[config.mk]
export PLATFORM = sky130hd
export DESIGN_NAME = uart_tx_words_flat
export DESIGN_NICKNAME = d
export VERILOG_FILES = /design/src/rtl/uart_pkg.sv /design/src/rtl/uart_tx_words_if.sv /design/src/rtl/uart_baud_tick.sv /design/src/rtl/uart_tx_words.sv /design/src/flat_wrapper.sv
export SDC_FILE = /design/constraint.sdc
export NUM_CORES = 1
export LEC_CHECK = 0
export BUFFER_PORTS_ARGS = -buffer_cell sky130_fd_sc_hd__buf_2
export CORE_MARGIN = 2
export CORE_UTILIZATION = 30
export CTS_BUF_LIST = sky130_fd_sc_hd__clkbuf_4 sky130_fd_sc_hd__clkbuf_8
export DETAILED_ROUTE_END_ITERATION = 7
export HOLD_SLACK_MARGIN = 0.06
export PLACE_DENSITY_LB_ADDON = 0.2
export SYNTH_ARGS = -nofsm -noshare
export SYNTH_HDL_FRONTEND = slang
export SYNTH_SLANG_ARGS = --single-unit
[constraint.sdc]
create_clock -name clk -period 1.7 [get_ports clk]
set_clock_uncertainty 0.05 [all_clocks]
set_input_delay 0.34 -clock clk [delete_from_list [all_inputs] [get_ports clk]]
set_output_delay 0.34 -clock clk [all_outputs]
set_load 0.02 [all_outputs]
[src/rtl/uart_pkg.sv]
// Shared UART definitions: default word width, default baud divisor, and the
// transmitter state type.
package uart_pkg;

  localparam int BITS_PER_WORD    = 8;
  localparam int CLOCKS_PER_PULSE = 2604;  // 50 MHz / 19200 baud

  typedef enum logic {
    IDLE = 1'b0,
    SEND = 1'b1
  } state_t;

endpackage

[src/rtl/uart_tx_words_if.sv]
// Parallel valid/ready bus feeding the word-serialising UART transmitter.
interface uart_tx_words_if #(
  parameter int W_BUS = 16
) ();

  logic             s_valid;
  logic             s_ready;
  logic [W_BUS-1:0] s_data;

  modport master (output s_valid, output s_data, input s_ready);
  modport slave  (input s_valid, input s_data, output s_ready);

endinterface

[src/rtl/uart_baud_tick.sv]
// Bit-period timer: a one-cycle tick every CLOCKS_PER_PULSE cycles while en is
// high; the count is held at zero while disabled, so each enable rise restarts it.
module uart_baud_tick #(
  parameter int CLOCKS_PER_PULSE = uart_pkg::CLOCKS_PER_PULSE
) (
  input  logic clk,
  input  logic rst,
  input  logic en,
  output logic tick
);

  // A divisor of 1 still needs a one-bit counter that simply stays at zero.
  localparam int CW = (CLOCKS_PER_PULSE > 1) ? $clog2(CLOCKS_PER_PULSE) : 1;
  localparam logic [CW-1:0] LAST = CW'(CLOCKS_PER_PULSE - 1);

  logic [CW-1:0] cnt_reg;

  always_ff @(posedge clk) begin
    if (rst || !en) begin
      cnt_reg <= '0;
    end else if (cnt_reg == LAST) begin
      cnt_reg <= '0;
    end else begin
      cnt_reg <= cnt_reg + CW'(1);
    end
  end

  assign tick = en && (cnt_reg == LAST);

endmodule

[src/rtl/uart_tx_words.sv]
// Serialises a W_BUS-bit bus as N_WORDS back-to-back UART words, word 0 first.
// Define UART_TX_PARITY_EN to replace the first trailing bit with even parity.
module uart_tx_words #(
  parameter int CLOCKS_PER_PULSE = uart_pkg::CLOCKS_PER_PULSE,
  parameter int BITS_PER_WORD    = uart_pkg::BITS_PER_WORD,
  parameter int PACKET_SIZE      = BITS_PER_WORD + 5,
  parameter int W_BUS            = 16
) (
  input  logic            clk,
  input  logic            rst,
  uart_tx_words_if.slave  s_bus,
  output logic            tx,
  output logic            busy
);

  import uart_pkg::state_t;
  import uart_pkg::IDLE;
  import uart_pkg::SEND;

  localparam int N_WORDS = W_BUS / BITS_PER_WORD;
  localparam int BCW     = $clog2(PACKET_SIZE);
  localparam int WCW     = (N_WORDS > 1) ? $clog2(N_WORDS) : 1;

  localparam logic [BCW-1:0] LAST_BIT  = BCW'(PACKET_SIZE - 1);
  localparam logic [BCW-1:0] DATA_END  = BCW'(BITS_PER_WORD);
  localparam logic [WCW-1:0] LAST_WORD = WCW'(N_WORDS - 1);
`ifdef UART_TX_PARITY_EN
  localparam logic [BCW-1:0] PAR_BIT   = BCW'(BITS_PER_WORD + 1);
`endif

  state_t                   state_reg, state_next;
  logic [W_BUS-1:0]         frame_reg, frame_next, frame_shifted;
  logic [BCW-1:0]           bit_cnt_reg, bit_cnt_next;
  logic [WCW-1:0]           word_cnt_reg, word_cnt_next;
  logic                     tx_reg, tx_next;
  logic                     tick;
  logic [BITS_PER_WORD-1:0] cur_word;

  // Value of bit position idx within one word frame (0 = start bit).
  function automatic logic frame_bit(input logic [BCW-1:0] idx,
                                     input logic [BITS_PER_WORD-1:0] w);
    logic [BITS_PER_WORD-1:0] sh;
    sh = w >> (idx - BCW'(1));
    if (idx == '0) return 1'b0;
    if (idx <= DATA_END) return sh[0];
`ifdef UART_TX_PARITY_EN
    if (idx == PAR_BIT) return ^w;
`endif
    return 1'b1;
  endfunction

  // Word-granular shift: the word in flight always sits in the low slot.
  genvar gi;
  for (gi = 0; gi < N_WORDS; gi++) begin : g_shift
    if (gi < N_WORDS - 1) begin : g_mid
      assign frame_shifted[gi*BITS_PER_WORD +: BITS_PER_WORD] =
        frame_reg[(gi+1)*BITS_PER_WORD +: BITS_PER_WORD];
    end else begin : g_top
      assign frame_shifted[gi*BITS_PER_WORD +: BITS_PER_WORD] = '0;
    end
  end

  assign cur_word = frame_reg[BITS_PER_WORD-1:0];

  uart_baud_tick #(
    .CLOCKS_PER_PULSE(CLOCKS_PER_PULSE)
  ) u_baud (
    .clk (clk),
    .rst (rst),
    .en  (state_reg == SEND),
    .tick(tick)
  );

  always_ff @(posedge clk) begin
    if (rst) begin
      state_reg    <= IDLE;
      frame_reg    <= '0;
      bit_cnt_reg  <= '0;
      word_cnt_reg <= '0;
      tx_reg       <= 1'b1;
    end else begin
      state_reg    <= state_next;
      frame_reg    <= frame_next;
      bit_cnt_reg  <= bit_cnt_next;
      word_cnt_reg <= word_cnt_next;
      tx_reg       <= tx_next;
    end
  end

  always_comb begin
    state_next    = state_reg;
    frame_next    = frame_reg;
    bit_cnt_next  = bit_cnt_reg;
    word_cnt_next = word_cnt_reg;
    tx_next       = tx_reg;
    case (state_reg)
      IDLE: begin
        if (s_bus.s_valid) begin
          state_next    = SEND;
          frame_next    = s_bus.s_data;
          bit_cnt_next  = '0;
          word_cnt_next = '0;
          tx_next       = 1'b0;
        end
      end
      SEND: begin
        if (tick) begin
          if (bit_cnt_reg == LAST_BIT) begin
            bit_cnt_next = '0;
            if (word_cnt_reg == LAST_WORD) begin
              state_next    = IDLE;
              word_cnt_next = '0;
              tx_next       = 1'b1;
            end else begin
              word_cnt_next = word_cnt_reg + WCW'(1);
              frame_next    = frame_shifted;
              tx_next       = 1'b0;
            end
          end else begin
            bit_cnt_next = bit_cnt_reg + BCW'(1);
            tx_next      = frame_bit(bit_cnt_reg + BCW'(1), cur_word);
          end
        end
      end
      default: state_next = IDLE;
    endcase
  end

  // Held low through reset so nothing is accepted until the cycle after release.
  assign s_bus.s_ready = (state_reg == IDLE) && !rst;
  assign busy          = (state_reg == SEND);
  assign tx            = tx_reg;

endmodule

[src/flat_wrapper.sv]
// flat-port wrapper written by rule: the top's interface ports become plain ports
module uart_tx_words_flat import uart_pkg::state_t; import uart_pkg::IDLE; import uart_pkg::SEND;
#(
  parameter int CLOCKS_PER_PULSE = uart_pkg::CLOCKS_PER_PULSE,
  parameter int BITS_PER_WORD    = uart_pkg::BITS_PER_WORD,
  parameter int PACKET_SIZE      = BITS_PER_WORD + 5,
  parameter int W_BUS            = 16
)
  (clk, rst, tx, busy, s_bus_s_valid, s_bus_s_data, s_bus_s_ready);
  uart_tx_words_if #(.W_BUS(W_BUS)) s_bus_i ();
  input  logic clk;
  input  logic rst;
  output logic tx;
  output logic busy;
  input wire logic [$bits(s_bus_i.s_valid)-1:0] s_bus_s_valid;
  input wire logic [$bits(s_bus_i.s_data)-1:0] s_bus_s_data;
  output wire logic [$bits(s_bus_i.s_ready)-1:0] s_bus_s_ready;
  assign s_bus_i.s_valid = s_bus_s_valid;
  assign s_bus_i.s_data = s_bus_s_data;
  assign s_bus_s_ready = s_bus_i.s_ready;
  uart_tx_words #(.CLOCKS_PER_PULSE(CLOCKS_PER_PULSE), .BITS_PER_WORD(BITS_PER_WORD), .PACKET_SIZE(PACKET_SIZE), .W_BUS(W_BUS)) u_core (.clk(clk), .rst(rst), .s_bus(s_bus_i), .tx(tx), .busy(busy));
endmodule
== After elaboration in Yosys (flattened, before gate mapping) ==
Cells that the tools add are included.

* Logic and storage cells: 65
* Input port bits: 19
* Output and inout port bits: 3
* Bits in registers: 35

* Mux-type cells: 36
* Order comparisons: 1
* Reduce and logical (&&, ||, !) cells: 10
* Bitwise logic cells: 1
* $add $sub $neg: 4
* Equal/unequal tests: 6
* Shift-type cells: 1

{| class="wikitable"
|+ Operator list
! cell !! count
|-
| 16-bit 2-to-1 mux || 4
|-
| 16-bit case mux with 2 select lines || 1
|-
| 1-bit 2-to-1 mux || 24
|-
| 12-bit by 1-bit adder with 12-bit output (second input constant) || 1
|-
| 12-bit equality test (second input constant) || 1
|-
| 4-bit 2-to-1 mux || 3
|-
| 2-bit != test (second input constant) || 4
|-
| 4-bit case mux with 2 select lines || 1
|-
| 8-bit by 4-bit >> shifter with 1-bit output || 1
|-
| 1-bit case mux with 2 select lines || 3
|-
| 4-bit by 1-bit adder with 4-bit output (second input constant) || 1
|-
| 4-bit equality test (second input constant) || 1
|-
| 4-bit less-or-equal comparator (second input constant) || 1
|-
| 4-bit zero test || 1
|-
| 4-bit AND reduction || 1
|-
| 4-bit by 1-bit subtractor with 4-bit output (second input constant) || 1
|-
| 3-bit AND reduction || 1
|-
| 1-bit logical AND || 2
|-
| 1-bit zero test || 2
|-
| 2-bit AND reduction || 1
|-
| 2-bit OR reduction || 1
|-
| 1-bit adder (second input constant) || 1
|-
| 1-bit logical OR || 1
|-
| 1-bit NOT || 1
|}

== Depth between registers and ports, before layout ==
Gate-level depths: netlist of the first run.

* Depth in word-level cells: 15
* Depth in mapped cells: 7

== Modules after synthesis ==
Synthesis of the first run repeated with hierarchy kept, for this count alone.

* Cells, all modules: 167
* Area total of the unflattened synthesis: 1675.4 sq um

{| class="wikitable"
|+ Modules (own cells, without submodules)
! module !! area an instance (sq um) !! cells an instance !! instances
|-
| uart_tx_words || 1134.8 || 105 || 1
|-
| uart_baud_tick || 540.5 || 62 || 1
|}

== Worst setup path after synthesis of the first run ==
OpenSTA, ideal clock, no wires.

* Kind: flip-flop to flip-flop
* Start point: register u_core.u_baud.cnt_reg[0]
* End point: register u_core.frame_reg[0]
* Required time: 1.508 ns
* Setup slack: -0.218 ns
* Arrival time: 1.727 ns
* Cell stages (with the launch flop): 6
* Path through: dfxtp_1 ha_1 nand4b_1 o41a_2 nor2_2 a221oi_1

* Longest elaborated chain between the ends: 4

{| class="wikitable"
|+ Ends and longest elaborated chain
! element !! line !! text
|-
| start: declaration || uart_baud_tick.sv:16 || <nowiki>logic [CW-1:0] cnt_reg;</nowiki>
|-
| start signal: assignment || uart_baud_tick.sv:24 || <nowiki>cnt_reg <= cnt_reg + CW'(1);</nowiki>
|-
| 12-bit equality test || uart_baud_tick.sv:28 || <nowiki>assign tick = en && (cnt_reg == LAST);</nowiki>
|-
| 1-bit logical AND || uart_baud_tick.sv:28 ||
|-
| 2-bit != test (no source line) || n/a ||
|-
| 4-bit AND reduction (no source line) || n/a ||
|-
| end signal: assignment || uart_tx_words.sv:83 || <nowiki>frame_reg <= frame_next;</nowiki>
|-
| end: declaration || uart_tx_words.sv:32 || <nowiki>logic [W_BUS-1:0] frame_reg, frame_next, frame_shifted;</nowiki>
|}

No other way between the ends.
A chain may end at the register's enable or synchronous reset.

== Worst setup path in the final report of the first run ==
* Start point: register u_core.u_baud.cnt_reg[4]
* End point: register u_core.word_cnt_reg

* Longest elaborated chain between the ends: 4

{| class="wikitable"
|+ Ends and longest elaborated chain
! element !! line !! text
|-
| 12-bit equality test || uart_baud_tick.sv:28 ||
|-
| 1-bit logical AND || uart_baud_tick.sv:28 ||
|-
| 2-bit != test (no source line) || n/a ||
|-
| 3-bit AND reduction (no source line) || n/a ||
|-
| end signal: assignment || uart_tx_words.sv:85 || <nowiki>word_cnt_reg <= word_cnt_next;</nowiki>
|-
| end: declaration || uart_tx_words.sv:34 || <nowiki>logic [WCW-1:0] word_cnt_reg, word_cnt_next;</nowiki>
|}

No other way between the ends.

==> impl_metrics.toml, run 1 <==
[logic_synthesis]
synthesis.area_sq_mm = 0.00171
yosys_warnings = 0
syn_avg_cell_area_sq_um = 8.90
synth_edf_count = 0
ys_ff_latch = 35
synth_flop_cell = "dfxtp_1"
synth_top_family_by_area = "compound AO/OA/AOI/OAI gates"
async_flop_share_pct = 0
synth_area_leader_cell = "dfxtp_1"
synthXorXnorAreaFrac_pct = 6.15
yosys.area_share.simple_pct = 22.3
yosys.area.top_type_share_pct = 41.0
synth_top_cells_by_area = "dfxtp_1 (41%), a22o_1 (4.1%), xnor2_1 (3.6%)"
synth_cell_types = 43
netlist_top_cells_count = "dfxtp_1 (35), nor2_1 (16), nand2_1 (13), o21ai_0 (11), clkbuf_1 (10)"
syn_nets = 214
yosysMostFrequentCell = "dfxtp_1"
ys_seq_area_share_pct = 41.0
synth_fa_ha_area_share_pct = 2.20
syn_inst = 192
synth-compound-area-share_pct = 23.3
synth_mux_area_share_pct = 0.586

[critical_path]
arrival_ns = 1.97
worstPathRequired_ns = 1.83
path_max_fanout = 3
r2r_slack_ns = -0.14
path_class = "reg2reg"
crit_start = "u_core.u_baud.cnt_reg[4]$_SDFF_PP0_"
cp-endpoint = "u_core.word_cnt_reg$_SDFFE_PP0P_"
r2r_cells = 6
r2r_end = "u_core.word_cnt_reg$_SDFFE_PP0P_"
crit_path_start_kind = "register"
endpoint_kind = "register"
reg2reg_from = "u_core.u_baud.cnt_reg[4]$_SDFF_PP0_"

[route]
via_count = 1595
viasPerCell = 5.06
wl_um = 4270
dr.pass1.iters = 4
drtIter0Drc = 95
wl_per_cell_um = 13.6
post-route-drc-count = 0
ant_nets = 0

[cells_and_area]
finalNetCount = 264
fin_area_sq_mm = 0.00230
fin_util_pct = 41.8
layout.cells.non_filler = 315
area_growth_pct = 34.8
diodes = 0
fillers = 560
drive_gt1_share_pct = 35.4
largest_register_ffs = 16

[power]
comb_power_share_pct = 15.0
p_leak_nw = 0.861
clock_power_share_pct = 35.2
finalPower_w = 0.00175
power.density_mw_per_mm2 = 762
power.switching_w = 0.000474
peakVddDrop_v = 0.000392
internal_power_w = 0.00128
switching_share_pct = 27.0
power_frac_seq_pct = 49.8

[global_routing]
grt_remaining_overflow = 0
antenna_found_initial = 0
grt_use_total_pct = 15.0
grt_first_pass_wirelength_um = 7370
grt_max_degree = 21
grt_pass1_vias = 1541

[die]
fp.coreArea_sq_mm = 0.00551
start_util_pct = 31.0
die_h_um = 79.5
die_x_um = 79.5
ioPinCount = 22
core.rowCount = 27
dieArea_sq_mm = 0.00631

[min_path]
worstHoldPathType = "in2reg"
worstHoldPathCells = 2
holdCritStartpoint = "s_bus_s_data[12]"

[sta]
post-route-period-util_pct = 108
fin_ws_ns = -0.139
slew_violations = 0
worstMarginPinSlew_ns = 0.431
setup_viol = 33
rsz0062_at_grt = "yes"
period_needed_ns = 1.84
hold_viol_final = 0
timing.hold.ws_ns = 0.213
max_freq_ghz = 0.544
slew-limit-headroom_pct = 71.2

[placement]
dpl_cell_area_sq_mm = 0.00215
dpl.hpwl_um = 3070
numPortBuffers = 21
routabilityCongestion = 0.798
dpl.cell_count = 305

[cts]
clock-sinks = 35
ctsHoldBuffers = 0
htreeDepth = 2
clk_pin_slew_ns = 0.08
clock-root-buffer = "clkbuf_8"
clock_latency_ns = 0.28
cts_tree = "built"
cts_made_buffers = 5
cts_max_path_buffers = 2

[job]
drv_cap = 0

[run_status]
violations = "negative setup slack"
status = "finished, violations left"
[logic make-up after synthesis]
logic type,after synthesis
multiplexers,1
AO/OA/AOI/OAI,50
AND/OR/NAND/NOR,71
adder cells (fa/ha/maj),3
XOR/XNOR,12
buffers and inverters,20
flip-flops,35
[how the worst min path moves through the flow]
stage	to	slack, ns
2_1_floorplan	u_core.frame_reg[10]$_SDFFE_PP0P_	0.39
3_3_place_gp	u_core.frame_reg[13]$_SDFFE_PP0P_	0.40
3_5_place_dp	u_core.frame_reg[15]$_SDFFE_PP0P_	0.40
4_1_cts	u_core.frame_reg[8]$_SDFFE_PP0P_	0.21
5_1_grt	u_core.frame_reg[8]$_SDFFE_PP0P_	0.21
6_report	u_core.frame_reg[12]$_SDFFE_PP0P_	0.21
[final cells by class]
cell class,count,area [sq um],share of cell area [%]
clock buffer,6,76.3,3.32
clock inverter,2,12.5,0.543
inverter,9,33.8,1.47
multi-input combinational,137,1010,44.1
sequential,35,706,30.7
tap,72,90.1,3.91
timing repair buffer,54,369,16.0
[metal layers]
layer / vias up / global-route usage [%] / part of all wire (%)
met5: - / 0 / 0
met4: 0 / 5.69 / 1.1
met3: 4 / 2.49 / 2.8
met2: 28 / 21.2 / 42
met1: 753 / 22.5 / 54
li1: 810 / - / -
[what timing repair did]
item	in CTS	in global routing
cloned	0	0
resized for setup	4	10
buffers inserted	2	0
pin swaps	5	7
setup endpoints to repair	34	35
[worst max-delay path, stage by stage, from the launching register on]
cell	delay [ns]
dfxtp_2	0.32
or4b_4	0.57
buf_4	0.16
nor3_2	0.19
buf_4	0.16
mux2i_1	0.19
o22ai_1	0.10
[through the flow]
| step | setup slack, ns | setup TNS (ns) |
|---|---|---|
| after global placement | -0.118 | -2.66 |
| after detailed placement | -0.170 | -3.06 |
| after CTS | -0.153 | -2.58 |
| final | -0.139 | -2.18 |
| after global routing | -0.210 | -4.15 |
| after floorplan | -0.193 | -3.53 |
[placed cells by master (no fill, tap or decap), types with 2 or more instances in the layout]
master | synthesis | routed
o21ai_1 | 0 | 2
clkbuf_8 | 0 | 5
nand2b_1 | 2 | 2
a31oi_1 | 2 | 2
dfxtp_1 | 35 | 31
a21oi_1 | 6 | 5
or3_1 | 9 | 9
a211oi_1 | 5 | 4
buf_4 | 0 | 31
nand4_1 | 6 | 6
o21ai_0 | 11 | 9
nand3_1 | 9 | 8
o2111ai_1 | 4 | 4
a221oi_2 | 0 | 5
dfxtp_2 | 0 | 4
buf_2 | 1 | 21
xnor2_1 | 7 | 7
xor2_1 | 5 | 5
ha_1 | 3 | 2
nor2_1 | 16 | 16
nand2_1 | 13 | 12
inv_1 | 9 | 9
nor3_1 | 4 | 4
a22o_1 | 8 | 8
[power groups by stage]
stage               clock (W)  sequential [W]  combinational, W
global placement            0        0.000892          0.000249
CTS                  0.000634        0.000874          0.000257
floorplan                   0        0.000894          0.000148
finish               0.000617        0.000874          0.000262
detailed placement          0        0.000893          0.000250
global route         0.000667        0.000878          0.000292
(Power assumes the default switching activity.)
==> inputs of run 2 (changes only) <==
--- a/config.mk
+++ b/config.mk
@@ -15,3 +15,4 @@
 export SYNTH_ARGS = -nofsm -noshare
 export SYNTH_HDL_FRONTEND = slang
+export SYNTH_HIERARCHICAL = 1
 export SYNTH_SLANG_ARGS = --single-unit
--- a/constraint.sdc
+++ b/constraint.sdc
@@ -3,3 +3,3 @@
 set_input_delay 0.34 -clock clk [delete_from_list [all_inputs] [get_ports clk]]
 set_output_delay 0.34 -clock clk [all_outputs]
-set_load 0.02 [all_outputs]
+set_load 0.05 [all_outputs]
==> impl_metrics.toml, run 2 <==
[cts]
cts_tree = "built"
htreeDepth = 2
clock-root-buffer = "clkbuf_8"
clock_latency_ns = 0.29
cts_max_path_buffers = 2
cts_made_buffers = 5
clock-sinks = 35
clk_pin_slew_ns = 0.08

[global_routing]
grt_pass1_vias = 1326
grt_remaining_overflow = 0
grt_first_pass_wirelength_um = 6330
grt_max_degree = 15
antenna_found_initial = 0
grt_use_total_pct = 13.0

[sta]
worstMarginPinSlew_ns = 0.308
period_needed_ns = 2.00
rsz0062_at_grt = "yes"
slew_violations = 0
setup-tns-final_ns = -5.75
setup_viol = 23
hold_viol_final = 0
post-route-period-util_pct = 117
fin_ws_ns = -0.296
max_freq_ghz = 0.501
slew-limit-headroom_pct = 79.3

[route]
wl_um = 3610
post-route-drc-count = 0
via_count = 1354
drtIter0Drc = 40
wl_per_cell_um = 12.2
viasPerCell = 4.56
dr.pass1.iters = 4
ant_nets = 0

[logic_synthesis]
yosys_warnings = 6
synth_edf_count = 0
synth_top_cells_by_area = "dfxtp_1 (42%), nor2_1 (6.9%), mux2i_1 (6.0%)"
synth_area_leader_cell = "dfxtp_1"
syn_inst = 167
synth_flop_cell = "dfxtp_1"
netlist_top_cells_count = "dfxtp_1 (35), nor2_1 (31), mux2i_1 (10), xnor2_1 (10)"
async_flop_share_pct = 0
yosysMostFrequentCell = "dfxtp_1"
synth_cell_types = 41
ys_ff_latch = 35
syn_avg_cell_area_sq_um = 10.0
ys_seq_area_share_pct = 41.8
yosys.area.top_type_share_pct = 41.8
synthesis.area_sq_mm = 0.00168
syn_nets = 190

[placement]
routabilityCongestion = 0.757
dpl.hpwl_um = 2740
place_ws_ns = -0.319
numPortBuffers = 21
dpl.cell_count = 284

[cells_and_area]
final_cell_mix = "buf_4 (31), dfxtp_1 (31), nor2_1 (27), buf_2 (21)"
finalNetCount = 247
diodes = 0
fin_util_pct = 42.5
drive_gt1_share_pct = 43.1
layout.cells.non_filler = 297
largest_register_ffs = 16
area_growth_pct = 37.9

[die]
die_h_um = 78.7
dieArea_sq_mm = 0.00620
die_x_um = 78.7
start_util_pct = 30.8
core.rowCount = 27
ioPinCount = 22
fp.coreArea_sq_mm = 0.00544

[critical_path]
reg2reg_from = "u_core/u_baud/cnt_reg[4]$_SDFF_PP0_"
endpoint_kind = "register"
crit_start = "u_core/u_baud/cnt_reg[4]$_SDFF_PP0_"
cp-endpoint = "u_core/frame_reg[6]$_SDFFE_PP0P_"
worstPathRequired_ns = 1.87
path_max_fanout = 12
r2r_slack_ns = -0.30
r2r_cells = 8
r2r_end = "u_core/frame_reg[6]$_SDFFE_PP0P_"
arrival_ns = 2.17
crit_path_start_kind = "register"
path_class = "reg2reg"

[min_path]
worstHoldPathType = "in2reg"

[run_status]
status = "finished, violations left"
violations = "negative setup slack"

[power]
power.density_mw_per_mm2 = 735
internal_power_w = 0.00124
p_leak_nw = 0.891
clock_power_share_pct = 37.0
power.switching_w = 0.000458
power_frac_seq_pct = 51.4
switching_share_pct = 27.0
peakVddDrop_v = 0.000581
comb_power_share_pct = 11.6
finalPower_w = 0.00170

[job]
drv_cap = 0
==> run 2: changes by cell type in the layout (fill, tap and decap cells not counted), sizes merged, moves of 3 or more <==
cell     delta
nor2       +14
o21ai      -10
mux2i       +9
or3         -8
nand2       -7
a221oi      -5
nand4       -5
a211oi      +4
inv         -4
a21oi       -3
o2111ai     -3
xnor2       +3
==> run 2: area by class of cell <==
type                       count  area, sq um
tap                           72         90.1
clock inverter                 3         23.8
timing repair buffer          56          400
fill                         535         3130
sequential                    35          706
multi-input combinational    122         1010
inverter                       4         15.0
clock buffer                   5         68.8
==> run 2: repair_timing <==
item,CTS,global route
gates cloned,0,0
gates resized for setup,10,4
pin swaps,1,5
endpoints found under the setup margin,30,34
buffers inserted,2,3
hold buffers,0,0
==> run 2: power groups by stage <==
| stage | registers [W] | clock network (W) | logic (W) |
|---|---|---|---|
| global placement | 0.000893 | 0 | 0.000187 |
| finish | 0.000873 | 0.000628 | 0.000198 |
| CTS | 0.000873 | 0.000646 | 0.000195 |
| detailed placement | 0.000893 | 0 | 0.000189 |
| global route | 0.000877 | 0.000686 | 0.000217 |
| floorplan | 0.000902 | 0 | 0.000117 |
==> run 2: kinds of logic after synthesis <==
logic type | after synthesis | share of synthesized area, %
buffers and inverters | 10 | 4.85
adders and majority gates | 4 | 2.99
xor gates and xnor gates | 13 | 6.80
AOI/OAI and AO/OA | 30 | 15.1
and+or+nand+nor | 63 | 19.8
DFF | 35 | 41.8
muxes | 12 | 8.66
==> run 2: through the flow <==
| stage | hold WS [ns] | cell area (sq um) |
|---|---|---|
| 6_report | 0.205 | 2310 |
| 2_1_floorplan | 0.389 | 1740 |
| 5_1_grt | 0.199 | 2310 |
| 3_3_place_gp | 0.411 | 2120 |
| 3_5_place_dp | 0.416 | 2120 |
| 4_1_cts | 0.198 | 2270 |
==> run 2: critical path, stage by stage, from the launching register on <==
cell and delay (ns):
dfxtp_2 0.32, or4b_4 0.55, nor4_4 0.22, nand2_4 0.11, o31ai_4 0.22, buf_12 0.17
buf_12 0.12, nor2_4 0.03, a211oi_2 0.12
==> run 2: layer usage <==
metal	part of all wire (%)	wire (um)	global-route usage, %	vias to the layer above
li1	-	-	-	725
met1	51	1830	18.0	609
met2	46	1650	19.3	15
met3	2.6	93	3.41	5
met4	1.3	47	4.74	0
met5	0	0	0	-
==> run 2: how the worst min path moves through the flow <==
stage | to | cells past startpoint | startpoint
final | u_core/frame_reg[10]$_SDFFE_PP0P_ | 2 | s_bus_s_data[10]
after detailed placement | u_core/frame_reg[11]$_SDFFE_PP0P_ | 1 | u_core/frame_reg[11]$_SDFFE_PP0P_
after CTS | u_core/frame_reg[8]$_SDFFE_PP0P_ | 2 | s_bus_s_data[8]
after floorplan | u_core/u_baud/cnt_reg[0]$_SDFF_PP0_ | 1 | u_core/u_baud/cnt_reg[0]$_SDFF_PP0_
after global routing | u_core/frame_reg[11]$_SDFFE_PP0P_ | 2 | s_bus_s_data[11]
after global placement | u_core/frame_reg[9]$_SDFFE_PP0P_ | 1 | u_core/frame_reg[9]$_SDFFE_PP0P_
